### config.mk
export PLATFORM = sky130hd
export DESIGN_NAME = mux_scan_sequencer
export DESIGN_NICKNAME = d
export VERILOG_FILES = /design/src/rtl/mux_scan_pkg.sv /design/src/rtl/mux_scan_sequencer_settle_timer.sv /design/src/rtl/mux_scan_sequencer.sv
export SDC_FILE = /design/constraint.sdc
export NUM_CORES = 1
export LEC_CHECK = 0
export CORE_MARGIN = 2
export CORE_UTILIZATION = 47
export DETAILED_ROUTE_END_ITERATION = 8
export PLACE_DENSITY_LB_ADDON = 0.08
export REMOVE_ABC_BUFFERS = 1
export SLEW_MARGIN = 20
export SYNTH_ARGS = -nofsm -noshare
export SYNTH_HDL_FRONTEND = slang
export SYNTH_SLANG_ARGS = --single-unit
### constraint.sdc
create_clock -name clk -period 1.4 [get_ports clk]
set_input_delay 0.14 -clock clk [delete_from_list [all_inputs] [get_ports clk]]
set_output_delay 0.14 -clock clk [all_outputs]
set_load 0.005 [all_outputs]
### src/rtl/mux_scan_pkg.sv
// Shared types for the 4:1 mux scan sequencer: FSM states, channel index
// and the settle-counter width.
package mux_scan_pkg;

  localparam int CNT_W = 4;

  typedef logic [1:0] ch_t;

  typedef enum logic [1:0] {
    IDLE   = 2'd0,
    SETTLE = 2'd1,
    SAMPLE = 2'd2,
    DONE   = 2'd3
  } state_t;

endpackage

### src/rtl/mux_scan_sequencer_settle_timer.sv
// Settle countdown: loads a start value, counts down while enabled and
// flags zero; it holds at zero rather than wrapping.
module settle_timer
  import mux_scan_pkg::*;
(
  input  logic             clk,
  input  logic             rst_n,
  input  logic             load,
  input  logic [CNT_W-1:0] load_val,
  input  logic             en,
  output logic             zero
);

  logic [CNT_W-1:0] cnt;

  always_ff @(posedge clk or negedge rst_n) begin
    if (!rst_n) begin
      cnt <= '0;
    end else if (load) begin
      cnt <= load_val;
    end else if (en && (cnt != '0)) begin
      cnt <= cnt - 1'b1;
    end
  end

  assign zero = (cnt == '0);

endmodule

### src/rtl/mux_scan_sequencer.sv
// Steps a 4:1 mux through its four channels, holds each select for SETTLE
// cycles, samples Y and publishes the four samples as one snapshot.
//
//   state  | meaning
//   IDLE   | waiting for start, selects hold their last value
//   SETTLE | select applied, counting down the settle time
//   SAMPLE | Y captured into shadow[ch]
//   DONE   | snapshot published, done pulsed; cont restarts the scan
module mux_scan_sequencer
  import mux_scan_pkg::*;
#(
  parameter int SETTLE = 1
) (
  input  logic       clk,
  input  logic       rst_n,
  input  logic       start,
  input  logic       cont,
  input  logic       Y,
  output logic       S0,
  output logic       S1,
  output logic       busy,
  output logic       done,
  output logic [3:0] snapshot
);

  localparam logic [CNT_W-1:0] RELOAD = CNT_W'(SETTLE - 1);

  state_t     state, state_nxt;
  ch_t        ch, ch_nxt;
  logic [3:0] shadow;
  logic       tmr_load, tmr_en, tmr_zero;
  logic       enter_settle, enter_done;

  settle_timer u_settle_timer (
    .clk      (clk),
    .rst_n    (rst_n),
    .load     (tmr_load),
    .load_val (RELOAD),
    .en       (tmr_en),
    .zero     (tmr_zero)
  );

  always_comb begin
    state_nxt = state;
    ch_nxt    = ch;
    tmr_load  = 1'b0;
    tmr_en    = 1'b0;
    unique case (state)
      mux_scan_pkg::IDLE: begin
        if (start) begin
          state_nxt = mux_scan_pkg::SETTLE;
          ch_nxt    = 2'd0;
          tmr_load  = 1'b1;
        end
      end
      mux_scan_pkg::SETTLE: begin
        if (tmr_zero) state_nxt = mux_scan_pkg::SAMPLE;
        else          tmr_en    = 1'b1;
      end
      mux_scan_pkg::SAMPLE: begin
        if (ch == 2'd3) begin
          state_nxt = mux_scan_pkg::DONE;
        end else begin
          state_nxt = mux_scan_pkg::SETTLE;
          ch_nxt    = ch + 2'd1;
          tmr_load  = 1'b1;
        end
      end
      mux_scan_pkg::DONE: begin
        ch_nxt = 2'd0;
        if (cont) begin
          state_nxt = mux_scan_pkg::SETTLE;
          tmr_load  = 1'b1;
        end else begin
          state_nxt = mux_scan_pkg::IDLE;
        end
      end
    endcase
  end

  assign enter_settle = (state_nxt == mux_scan_pkg::SETTLE) && (state != mux_scan_pkg::SETTLE);
  assign enter_done   = (state == mux_scan_pkg::SAMPLE) && (state_nxt == mux_scan_pkg::DONE);

  // Channel 3 is captured on the same edge that publishes the snapshot,
  // so its bit comes straight from Y rather than from shadow.
  always_ff @(posedge clk or negedge rst_n) begin
    if (!rst_n) begin
      state    <= mux_scan_pkg::IDLE;
      ch       <= 2'd0;
      shadow   <= 4'b0000;
      S0       <= 1'b0;
      S1       <= 1'b0;
      busy     <= 1'b0;
      done     <= 1'b0;
      snapshot <= 4'b0000;
    end else begin
      state <= state_nxt;
      ch    <= ch_nxt;
      busy  <= (state_nxt != mux_scan_pkg::IDLE);
      done  <= enter_done;
      if (state == mux_scan_pkg::SAMPLE) shadow[ch] <= Y;
      if (enter_settle) {S0, S1} <= ch_nxt;
      if (enter_done) snapshot <= {Y, shadow[2:0]};
    end
  end

endmodule

### Word-level counts from Yosys, hierarchy flattened

Index checks and enable logic that the tools add are counted.

| storage, ports and cells | value |
|---|---|
| flip-flop bits (word level) | 20 |
| bits in latches | 0 |
| bits in writable memories | 0 |
| bits in read-only memories | 0 |
| input bits | 5 |
| output and inout port bits | 8 |
| word-level logic and storage cells | 48 |
| memories kept | 0 |

| cells by class | value |
|---|---|
| $add $sub $neg | 2 |
| $mul | 0 |
| divide/modulo/power cells | 0 |
| $lt $le $gt $ge | 2 |
| equal/unequal tests | 7 |
| shifts and indexed selects | 0 |
| muxes and demuxes | 19 |
| bitwise gates (word level) | 0 |
| reduce and logical (&&, ||, !) cells | 9 |

Operators with widths:

| operator | count |
|---|---|
| 2-bit two-way mux | 5 |
| 2-bit equality test, second input constant | 4 |
| 4-bit two-way mux | 2 |
| 2-bit one-hot mux with 4 select lines | 1 |
| 1-bit two-way mux | 7 |
| 2-bit one-hot mux with 3 select lines | 1 |
| 4-bit bitwise mux | 1 |
| 2-bit by 1-bit equality test with 1-bit output, second input constant | 2 |
| 1-bit logical AND | 4 |
| 4-bit zero test | 1 |
| 2-bit nonzero test | 2 |
| 4-bit nonzero test | 1 |
| 4-bit by 1-bit subtractor with 4-bit output, second input constant | 1 |
| 2-bit by 3-bit < comparator with 1-bit output, second input constant | 1 |
| 1-bit one-hot mux with 3 select lines | 1 |
| 2-bit by 1-bit adder with 2-bit output, second input constant | 1 |
| 1-bit demux with 2-bit select | 1 |
| 2-bit by 1-bit greater-or-equal comparator with 1-bit output, second input constant | 1 |
| 2-bit zero test | 1 |
| 2-bit by 1-bit inequality test with 1-bit output, second input constant | 1 |

### Depth between registers and ports, before layout

Gate-level depths: netlist of run 1.

| depth | value |
|---|---|
| depth after elaboration | 6 |
| depth in mapped cells | 5 |
| depth with buffers taken out | 5 |

### Modules after synthesis

Synthesis of run 1 repeated with hierarchy kept, for this count alone.

| unflattened totals | value |
|---|---|
| cells, all modules | 90 |
| area, all modules | 989.7 um^2 |

Modules (own cells, without submodules):

| module | times used | cells each | area each (um^2) | seq. area each (um^2) |
|---|---|---|---|---|
| mux_scan_sequencer | 1 | 63 | 719.4 | 375.4 |
| settle_timer | 1 | 27 | 270.3 | 100.1 |

### Worst setup path after synthesis of run 1

No wires, ideal clock.

| timing path | value |
|---|---|
| path type | register to register |
| from | register ch[0] |
| to | register S1 |
| library setup time | 125 ps |
| data arrival time | 1255 ps |
| data required time | 1275 ps |
| path slack | 20 ps |
| stages on the path, launching flop included | 4 |
| buffers on the path | 0 |
| clock period less this slack | 1380 ps |
| path through | dfrtp_1 -> and3_2 -> o31ai_4 -> mux2_2 |

| between the ends | value |
|---|---|
| cells in the longest elaborated chain, start to end | 5 |
| elaborated cells between the ends (all ways) | 9 |
| those cells by class | add/sub (1); eq/ne (2); mux (5); reduce/logical (1) |

RTL lines:

| what | line | RTL |
|---|---|---|
| start, declared | mux_scan_sequencer.sv:29 | `ch_t ch, ch_nxt;` |
| start signal, assigned | mux_scan_sequencer.sv:98 | `ch <= ch_nxt;` |
| 2-bit equality test | mux_scan_sequencer.sv:61 | `if (ch == 2'd3) begin` |
| 2-bit two-way mux | mux_scan_sequencer.sv:61 |  |
| 2-bit one-hot mux with 4 select lines | mux_scan_sequencer.sv:48 | `unique case (state)` |
| 2-bit by 1-bit equality test with 1-bit output | mux_scan_sequencer.sv:81 | `assign enter_settle = (state_nxt == mux_scan_pkg::SETTLE) && (state != mux_scan_pkg::SETTLE);` |
| 1-bit logical AND | mux_scan_sequencer.sv:81 |  |
| end signal, assigned | mux_scan_sequencer.sv:102 | `if (enter_settle) {S0, S1} <= ch_nxt;` |
| end, declared | mux_scan_sequencer.sv:20 | `output logic S1,` |

Several ways; a longest one is shown, not always the timed one.
A chain may end at the register's enable or synchronous reset.

### Worst setup path after layout of run 1

| timing path | value |
|---|---|
| from | register ch[1] |
| to | register S1 |

| between the ends | value |
|---|---|
| cells in the longest elaborated chain, start to end | 5 |
| elaborated cells between the ends (all ways) | 7 |
| those cells by class | eq/ne (2); mux (4); reduce/logical (1) |

RTL lines:

| what | line |
|---|---|
| 2-bit equality test * | mux_scan_sequencer.sv:61 |
| 2-bit two-way mux | mux_scan_sequencer.sv:61 |
| 2-bit one-hot mux with 4 select lines | mux_scan_sequencer.sv:48 |
| 2-bit by 1-bit equality test with 1-bit output | mux_scan_sequencer.sv:81 |
| 1-bit logical AND | mux_scan_sequencer.sv:81 |

Every way passes the cells marked *; elsewhere a longest branch is shown, timed or not.

==> results of run 1 <==
-- state kept, by name, indices dropped and copies added (netlist names) --
signal              flops
u_settle_timer.cnt      4
done                    1
shadow                  3
busy                    1
S1                      1
snapshot                4
S0                      1
state                   2
ch                      2
-- worst max path at each step --
stage / start / end / slack, ps / depth (start not counted)
final: ch[1]$_DFF_PN0_ / S1$_DFFE_PN0P_ / 10 / 3
after global routing: state[1]$_DFF_PN0_ / S0$_DFFE_PN0P_ / -20 / 5
after CTS: u_settle_timer.cnt[1]$_DFFE_PN0P_ / u_settle_timer.cnt[1]$_DFFE_PN0P_ / -20 / 5
after detailed placement: state[1]$_DFF_PN0_ / u_settle_timer.cnt[2]$_DFFE_PN0P_ / -60 / 3
after global placement: start / S1$_DFFE_PN0P_ / -40 / 4
after floorplan: state[1]$_DFF_PN0_ / S1$_DFFE_PN0P_ / -30 / 3
-- per-layer routing --
layer / share of wire (%) / global-route usage [%] / vias up
met4: 1.9 / 8.57 / 0
li1: - / - / 359
met2: 53 / 33.8 / 10
met3: 2.9 / 3.40 / 5
met5: 0 / 0 / -
met1: 42 / 21.8 / 373
-- layout by cell type, fill, tap and decap left out, types with 2 or more instances in the layout --
cell type	n
clkbuf_4	3
a21oi_1	4
clkdlybuf4s50_1	12
o21ai_0	3
buf_4	21
a21oi_2	2
inv_2	4
dfrtp_1	15
nor2_1	2
inv_1	2
dfrtp_2	4
or3_4	2
mux2_2	8
nand2b_1	3
o41ai_1	2
-- power groups by stage --
stage | clock, mW | combinational [mW] | sequential [mW]
floorplan | 0 | 0.540 | 0.898
global placement | 0 | 1.17 | 0.887
detailed placement | 0 | 1.20 | 0.891
CTS | 0.309 | 1.28 | 0.910
global route | 0.340 | 1.51 | 0.946
finish | 0.296 | 1.39 | 0.924
-- cell families after synthesis --
group	after synthesis
mux	8
buf+inv	9
compound gates	18
fa+ha+maj	2
flops	19
simple gates	22
-- worst reg2reg max path, stage by stage (launching register included) --
cell	delay, ps
dfrtp_2	480
and3_2	260
o31ai_4	200
mux2_2	360
-- metrics by stage --
| step | hold slack [ps] | area (µm²) | setup WS [ps] |
|---|---|---|---|
| finish | 155 | 1330 | 10.4 |
| CTS | 155 | 1290 | -15.1 |
| floorplan | -156 | 897 | -25.1 |
| detailed placement | 491 | 1210 | -61.0 |
| global route | 158 | 1330 | -18.1 |
| global placement | 485 | 1210 | -41.9 |
-- layout make-up --
type | instances | area share [%]
Clock buffer | 3 | 1.69
Clock inverter | 1 | 0.563
Inverter | 6 | 1.69
Multi-Input combinational cell | 50 | 35.1
Sequential cell | 19 | 36.1
Tap cell | 27 | 2.54
Timing Repair Buffer | 34 | 22.3
-- repair_timing --
action / CTS / global route
endpoints found under the hold margin: 0 / 0
setup endpoints to repair: 10 / 7
gates resized for setup: 10 / 12
setup buffers: 1 / 1
pin swaps: 2 / 2
==> flow_metrics.env, run 1 <==
export IMPL_outcome="complete, no violations"
export IMPL_tns_ps=0
export IMPL_syn_area_um2=927
export IMPL_clock_skew_ps=2.38
export IMPL_cts_buffer_depth=2
export IMPL_nFillCells=152
export IMPL_seq_area_um2=480
export IMPL_htreeDepth=1
export IMPL_wl_mm=2.00
export IMPL_ys_seq_area_share_pct=51.3
export IMPL_dieWidth_um=48.4
export IMPL_place_congestion=0.786
export IMPL_drtIter0Drc=4
export IMPL_critPathKind="flip-flop to flip-flop"
export IMPL_yosys_most_used_dff="dfrtp_1"
export IMPL_start_kind="flip-flop"
export IMPL_cts_buffers=3
export IMPL_worst_hold_path_type="primary input to async pin"
export IMPL_arrival_ps=1590
export IMPL_synthAdderAreaFrac_pct=2.70
export IMPL_io_pins=13
export IMPL_cts_tree="built"
export IMPL_grt_pass1_wl_mm=3.39
export IMPL_post_place_cells=134
export IMPL_setup_viol=0
export IMPL_ys_ff_latch=19
export IMPL_post_route_period_util_pct=99.3
export IMPL_rsz0062_at_grt="yes"
export IMPL_synth_edff_count=0
export IMPL_cts_clk_slew_worst_paths_ps=120
export IMPL_path_buf_inv=0
export IMPL_crit_family="flip-flops"
export IMPL_yosysMostFrequentCell="dfrtp_1"
export IMPL_initial_core_util_pct=48.7
export IMPL_drc=0
export IMPL_port_buffers=12
export IMPL_cap_violations=0
export IMPL_crit_slowest_cell="dfrtp_2"
export IMPL_relSlewSlack_pct=77.7
export IMPL_leakage_nw=0.578
export IMPL_synthSimpleGateAreaFrac_pct=16.3
export IMPL_drv_slew=0
export IMPL_dpl_hpwl_mm=1.43
export IMPL_total_power_mw=2.61
export IMPL_netlist_instances=78
export IMPL_die_h_um=48.4
export IMPL_globalRouteOverflowTotal=0
export IMPL_ys_warn_count=0
export IMPL_rows=16
export IMPL_cts_sinks=19
export IMPL_yosysTopAreaCellShare_pct=51.3
export IMPL_r2r_setup_slack_ps=10
export IMPL_sequentialPowerShare_pct=35.4
export IMPL_synth_xor_area_share_pct=0
export IMPL_syn_to_final_growth_pct=43.7
export IMPL_clk_latency_ps=310
export IMPL_synthMuxAreaShare_pct=9.72
export IMPL_n_antenna_cell=0
export IMPL_crit_required_ps=1610
export IMPL_synth_cell_types=32
export IMPL_combPwrFrac_pct=53.3
export IMPL_crit_path_max_fanout=8
export IMPL_fin_crit_ps=1390
export IMPL_synth_compound_area_share_pct=14.3
export IMPL_timing_rr_end="S1$_DFFE_PN0P_"
export IMPL_netlist_top_cells_area="dfrtp_1 51%, mux2_2 9.7%, a21oi_1 2.7%"
export IMPL_postSynth_asyncResetShare_pct=100
export IMPL_ff2ff_path_depth=3
export IMPL_multi_input_area_um2=468
export IMPL_first_pass_iters=3
export IMPL_powerDensity_nw_per_um2=1960
export IMPL_grt_max_degree=20
export IMPL_switching_share_pct=36.4
export IMPL_ant_nets=0
export IMPL_vias=747
export IMPL_fp_coreArea_um2=1900
export IMPL_root_buffer="clkbuf_4"
export IMPL_fin_util_pct=70.1
export IMPL_max_freq_ghz=0.720
export IMPL_max_slew_worst_pin_slew_ps=330
export IMPL_yosys_top_cells_count="19 x dfrtp_1, 8 x mux2_2, 5 x a21oi_1, 5 x inv_1"
export IMPL_synth_avg_cell_area_um2=11.9
export IMPL_path_cells="and3_2 -> o31ai_4 -> mux2_2"
export IMPL_die_area_um2=2340
export IMPL_routed_via_density=5.34
export IMPL_ir_drop_mv=0.980
export IMPL_p_switching_uw=950
export IMPL_crit_path_max_incr_delay_ps=480
export IMPL_instances_no_fill=140
export IMPL_synth_top_family_by_area="simple AND/OR/NAND/NOR gates"
export IMPL_wl_per_cell_um=14.3
export IMPL_track_usage_pct=18.8
export IMPL_antenna_found_initial=0
export IMPL_yosysTopAreaCell="dfrtp_1"
export IMPL_clock_power_share_pct=11.3
export IMPL_cts_hold_buf=0
export IMPL_end_kind="flip-flop"
export IMPL_grt_pass1_vias=795
export IMPL_hold_violations=0
export IMPL_power_internal_mw=1.66
export IMPL_regToRegStartpoint="ch[1]$_DFF_PN0_"
export IMPL_drive_gt1_share_pct=50.4
export IMPL_finalNetCount=121
Note: power is estimated with default switching activity, not from simulation.
==> inputs of run 2 (changes only) <==
- CORE_MARGIN: 2 -> 10
==> run 2 against run 1 <==
Register-to-register slack hardly changed. Power is 9.8% lower. Die area is 77% higher. Final cell count is 2.1% lower. Final area is 5.6% lower. Hold slack better by 28 ps. Critical path type unchanged.
==> flow_metrics.env, run 2 (synthesis gave the netlist of run 1 again) <==
export IMPL_cap_violations=0
export IMPL_powerDensity_nw_per_um2=1870
export IMPL_setup_viol=0
export IMPL_relSlewSlack_pct=77.6
export IMPL_clock_skew_ps=4.29
export IMPL_antenna_found_initial=0
export IMPL_hold_violations=0
export IMPL_post_route_period_util_pct=99.9
export IMPL_finalWorstSetupSlack_ps=0.979
export IMPL_htreeDepth=1
export IMPL_n_antenna_cell=0
export IMPL_cts_clk_slew_worst_paths_ps=110
export IMPL_cts_tree="built"
export IMPL_outcome="complete, no violations"
export IMPL_path_buf_inv=0
export IMPL_ir_drop_mv=1.09
export IMPL_io_pins=13
export IMPL_syn_to_final_growth_pct=35.6
export IMPL_layout_common_cells="19 x buf_4, 16 x dfrtp_1, 12 x clkdlybuf4s50_1, 7 x mux2_2, 5 x inv_1"
export IMPL_dieWidth_um=64.4
export IMPL_drive_gt1_share_pct=41.8
export IMPL_max_freq_ghz=0.715
export IMPL_routed_via_density=5.25
export IMPL_dpl_hpwl_mm=1.49
export IMPL_crit_slowest_cell="or4b_4"
export IMPL_wl_per_cell_um=14.7
export IMPL_tns_ps=0
export IMPL_grt_pass1_wl_mm=3.55
export IMPL_dp_slack_ps=-61.9
export IMPL_path_cells="nand2b_2 -> or4b_4 -> a21oi_2"
export IMPL_crit_family="simple AND/OR/NAND/NOR gates"
export IMPL_cts_buffer_depth=2
export IMPL_cts_sinks=19
export IMPL_grt_max_degree=20
export IMPL_max_slew_worst_pin_slew_ps=331
export IMPL_drc=0
export IMPL_start_kind="flip-flop"
export IMPL_arrival_ps=1640
export IMPL_port_buffers=12
export IMPL_clk_latency_ps=300
export IMPL_crit_path_max_incr_delay_ps=500
export IMPL_end_kind="flip-flop"
export IMPL_worst_hold_slack_ps=183
export IMPL_first_pass_iters=4
export IMPL_rows=16
export IMPL_top_regs="snapshot x4, u_settle_timer.cnt x4, shadow x3"
export IMPL_ant_nets=0
export IMPL_initial_core_util_pct=48.2
export IMPL_cts_buffers=3
export IMPL_globalRouteOverflowTotal=0
export IMPL_die_h_um=64.4
export IMPL_critPathKind="flip-flop to flip-flop"
export IMPL_crit_required_ps=1640
export IMPL_worst_hold_path_type="primary input to async pin"
export IMPL_die_area_um2=4150
export IMPL_fin_crit_ps=1400
export IMPL_nFillCells=184
export IMPL_rsz0062_at_grt="yes"
export IMPL_instances_no_fill=137
export IMPL_track_usage_pct=10.6
export IMPL_vias=719
export IMPL_finalNetCount=118
export IMPL_fp_coreArea_um2=1920
export IMPL_leakage_nw=0.555
export IMPL_post_place_cells=130
export IMPL_wl_mm=2.01
export IMPL_root_buffer="clkbuf_4"
export IMPL_grt_pass1_vias=774
export IMPL_drv_slew=0
export IMPL_crit_path_max_fanout=8
export IMPL_final_common_cell="buf_4"
export IMPL_drtIter0Drc=13
export IMPL_place_congestion=0.786
==> run 2: worst register-to-register path: stages, from the launching register on <==
cell and delay [ps]:
dfrtp_2 470, nand2b_2 250, or4b_4 500, a21oi_2 120
==> run 2: report_power, final <==
| part | switching, mW | internal, mW | total (mW) | leakage [nW] |
|---|---|---|---|---|
| Clock | 0.169 | 0.111 | 0.279 | 0.0150 |
| Combinational | 0.501 | 0.672 | 1.17 | 0.295 |
| Sequential | 0.172 | 0.733 | 0.905 | 0.244 |
| Total | 0.841 | 1.52 | 2.36 | 0.555 |
==> run 2: metal layers <==
layer  share of wire, %  global-route usage, %  up-vias  wire length, µm
met1                 45                   13.1      349              913
met4               0.60                   4.01        0               12
met5                  0                      0        -                0
met2                 48                   16.5       15              972
li1                   -                      -      353                -
met3                5.6                   3.78        2              113
==> run 2: area by class of cell <==
type                            instances  area [µm²]  share of cell area [%]
Tap cell                               27        33.8                    2.69
Inverter                                6        22.5                    1.79
Multi-Input combinational cell         50         433                    34.4
Timing Repair Buffer                   31         263                    20.9
Sequential cell                        19         479                    38.1
Clock buffer                            4        26.3                    2.09
==> run 2: stage by stage <==
stage	util (%)	total power, mW	instance area, µm²
floorplan	-	1.44	897
global placement	60.9	1.92	1170
finish	65.4	2.36	1260
global route	65.4	2.54	1260
CTS	64.3	2.28	1240
detailed placement	60.9	1.95	1170
==> run 2: final timing paths <==
kind / startpoint / to / slack [ps] / cells past startpoint
worst max-delay path: state[1]$_DFF_PN0_ / u_settle_timer.cnt[2]$_DFFE_PN0P_ / 1 / 3
min in group clk: snapshot[3]$_DFFE_PN0P_ / snapshot[3]$_DFFE_PN0P_ / 510 / 1
max in group asynchronous: rst_n / state[0]$_DFF_PN0_ / 1000 / 2
worst max register to register: state[1]$_DFF_PN0_ / u_settle_timer.cnt[2]$_DFFE_PN0P_ / 1 / 3
worst min-delay path: rst_n / S0$_DFFE_PN0P_ / 180 / 2
worst min register to register: snapshot[3]$_DFFE_PN0P_ / snapshot[3]$_DFFE_PN0P_ / 510 / 1
==> run 2: timing repair <==
action                                  4_1_cts  5_1_grt
hold buffers                                  0        0
resized for setup                             6        7
setup buffers                                 3        0
endpoints found under the setup margin       10        7
endpoints found under the hold margin         0        0
pin swaps                                     0        1
==> inputs of run 3 (changes only) <==
- CTS_BUF_LIST: not set -> sky130_fd_sc_hd__clkbuf_16
==> run 3 against run 2 <==
Critical path depth did not move. Power increased by 13%. Wire length rose by 2.6%. Combinational power is essentially flat. Hold slack improved by 63 ps. Critical endpoint is now S1$_DFFE_PN0P_.
==> flow_metrics.env, run 3 (synthesis gave the netlist of run 1 again) <==
export IMPL_instances_no_fill=136
export IMPL_track_usage_pct=10.6
export IMPL_globalRouteOverflowTotal=0
export IMPL_ff2ff_path_depth=3
export IMPL_vias=708
export IMPL_fin_crit_ps=1370
export IMPL_wl_per_cell_um=15.2
export IMPL_final_common_cell="buf_4"
export IMPL_worst_hold_path_type="primary input to async pin"
export IMPL_grt_max_degree=20
export IMPL_antenna_found_initial=0
export IMPL_n_antenna_cell=0
export IMPL_setup_viol=0
export IMPL_place_congestion=0.786
export IMPL_cts_buffers=3
export IMPL_powerDensity_nw_per_um2=2040
export IMPL_rows=16
export IMPL_finalNetCount=117
export IMPL_cts_hold_buf=0
export IMPL_max_slew_worst_pin_slew_ps=350
export IMPL_fp_coreArea_um2=1920
export IMPL_critPathKind="flip-flop to flip-flop"
export IMPL_clock_skew_ps=1.76
export IMPL_crit_path_max_incr_delay_ps=490
export IMPL_drc=0
export IMPL_rsz0062_at_grt="yes"
export IMPL_drive_gt1_share_pct=42.2
export IMPL_drv_slew=0
export IMPL_clk_latency_ps=250
export IMPL_die_h_um=64.4
export IMPL_cts_tree="built"
export IMPL_cts_clk_slew_worst_paths_ps=50
export IMPL_grt_pass1_vias=758
export IMPL_dpl_hpwl_mm=1.49
export IMPL_top_regs="snapshot x4, u_settle_timer.cnt x4, shadow x3"
export IMPL_root_buffer="clkbuf_16"
export IMPL_regToRegStartpoint="state[0]$_DFF_PN0_"
export IMPL_ir_drop_mv=1.17
export IMPL_start_kind="flip-flop"
export IMPL_wl_mm=2.07
export IMPL_total_power_mw=2.67
export IMPL_cts_buffer_depth=2
export IMPL_crit_required_ps=1530
export IMPL_layout_common_cells="17 x buf_4, 16 x dfrtp_1, 12 x clkdlybuf4s50_1, 8 x mux2_2, 5 x inv_1"
export IMPL_initial_core_util_pct=48.2
export IMPL_r2r_setup_slack_ps=30
export IMPL_htreeDepth=1
export IMPL_relSlewSlack_pct=76.4
export IMPL_ant_nets=0
export IMPL_outcome="complete, no violations"
export IMPL_crit_start="state[0]$_DFF_PN0_"
export IMPL_io_pins=13
export IMPL_end_kind="flip-flop"
export IMPL_timing_rr_end="S1$_DFFE_PN0P_"
export IMPL_syn_to_final_growth_pct=41.0
export IMPL_post_route_period_util_pct=97.8
export IMPL_first_pass_iters=4
export IMPL_worst_hold_slack_ps=246
export IMPL_crit_path_max_fanout=10
export IMPL_dieWidth_um=64.4
export IMPL_post_place_cells=130
export IMPL_cap_violations=0
export IMPL_grt_pass1_wl_mm=3.57
export IMPL_cts_sinks=19
export IMPL_arrival_ps=1500
export IMPL_drtIter0Drc=19
export IMPL_die_area_um2=4150
export IMPL_leakage_nw=0.579
export IMPL_crit_slowest_cell="dfrtp_2"
export IMPL_routed_via_density=5.21
export IMPL_cp_endpoint="S1$_DFFE_PN0P_"
export IMPL_max_freq_ghz=0.730
export IMPL_hold_violations=0
export IMPL_path_cells="buf_6 -> o31ai_4 -> mux2_2"
export IMPL_port_buffers=12
==> run 3: changes by cell type in the layout (fill, tap and decap cells not counted), sizes merged <==
cell | before | now
buf | 19 | 18
inv | 6 | 7
clkbuf | 4 | 3
==> run 3: repair_timing <==
| action | 4_1_cts | 5_1_grt |
|---|---|---|
| pin swaps | 0 | 1 |
| setup endpoints to repair | 10 | 12 |
| gates resized for setup | 7 | 7 |
| buffers inserted | 1 | 1 |
| endpoints found under the hold margin | 0 | 0 |
==> run 3: where the power goes <==
| part | internal, mW | switching, mW |
|---|---|---|
| registers | 0.736 | 0.185 |
| clock network | 0.379 | 0.188 |
| logic | 0.677 | 0.504 |
==> run 3: worst min-delay path by stage <==
stage,start,end,cells past startpoint,slack [ps]
2_1_floorplan,rst_n,S0$_DFFE_PN0P_,0,-160
3_3_place_gp,shadow[0]$_DFFE_PN0P_,snapshot[0]$_DFFE_PN0P_,1,490
3_5_place_dp,snapshot[3]$_DFFE_PN0P_,snapshot[3]$_DFFE_PN0P_,1,490
4_1_cts,rst_n,S0$_DFFE_PN0P_,2,260
5_1_grt,rst_n,S1$_DFFE_PN0P_,2,280
6_report,rst_n,u_settle_timer.cnt[2]$_DFFE_PN0P_,2,250
==> run 3: routing by layer <==
layer / up-vias / routed length (µm) / global-route usage (%)
li1: 348 / - / -
met1: 337 / 928 / 12.9
met2: 16 / 982 / 17.0
met3: 7 / 104 / 3.26
met4: 0 / 51 / 4.01
met5: - / 0 / 0
==> run 3: worst max-delay path, delay by kind of cell (launching register included) <==
| family | cells | cell delay (ps) |
|---|---|---|
| flops | 1 | 490 |
| mux | 1 | 350 |
| compound gates | 1 | 250 |
| buf+inv | 1 | 160 |
==> run 3: area by class of cell <==
cell class | count | area [µm²]
tap | 27 | 33.8
multi-input combinational | 50 | 434
clock inverter | 1 | 3.75
sequential | 19 | 479
timing repair buffer | 30 | 259
fill | 171 | 614
inverter | 6 | 22.5
clock buffer | 3 | 75.1
==> run 3: metrics by stage <==
stage	TNS, ps	cell area (µm²)	worst slack [ps]	utilization [%]
2_1_floorplan	-37.3	897	-25.1	-
3_3_place_gp	-63.1	1170	-34.2	60.9
3_5_place_dp	-152	1170	-61.9	60.9
4_1_cts	0	1270	7.78	66.3
5_1_grt	-129	1310	-41.4	68.0
6_report	0	1310	30.6	68.0
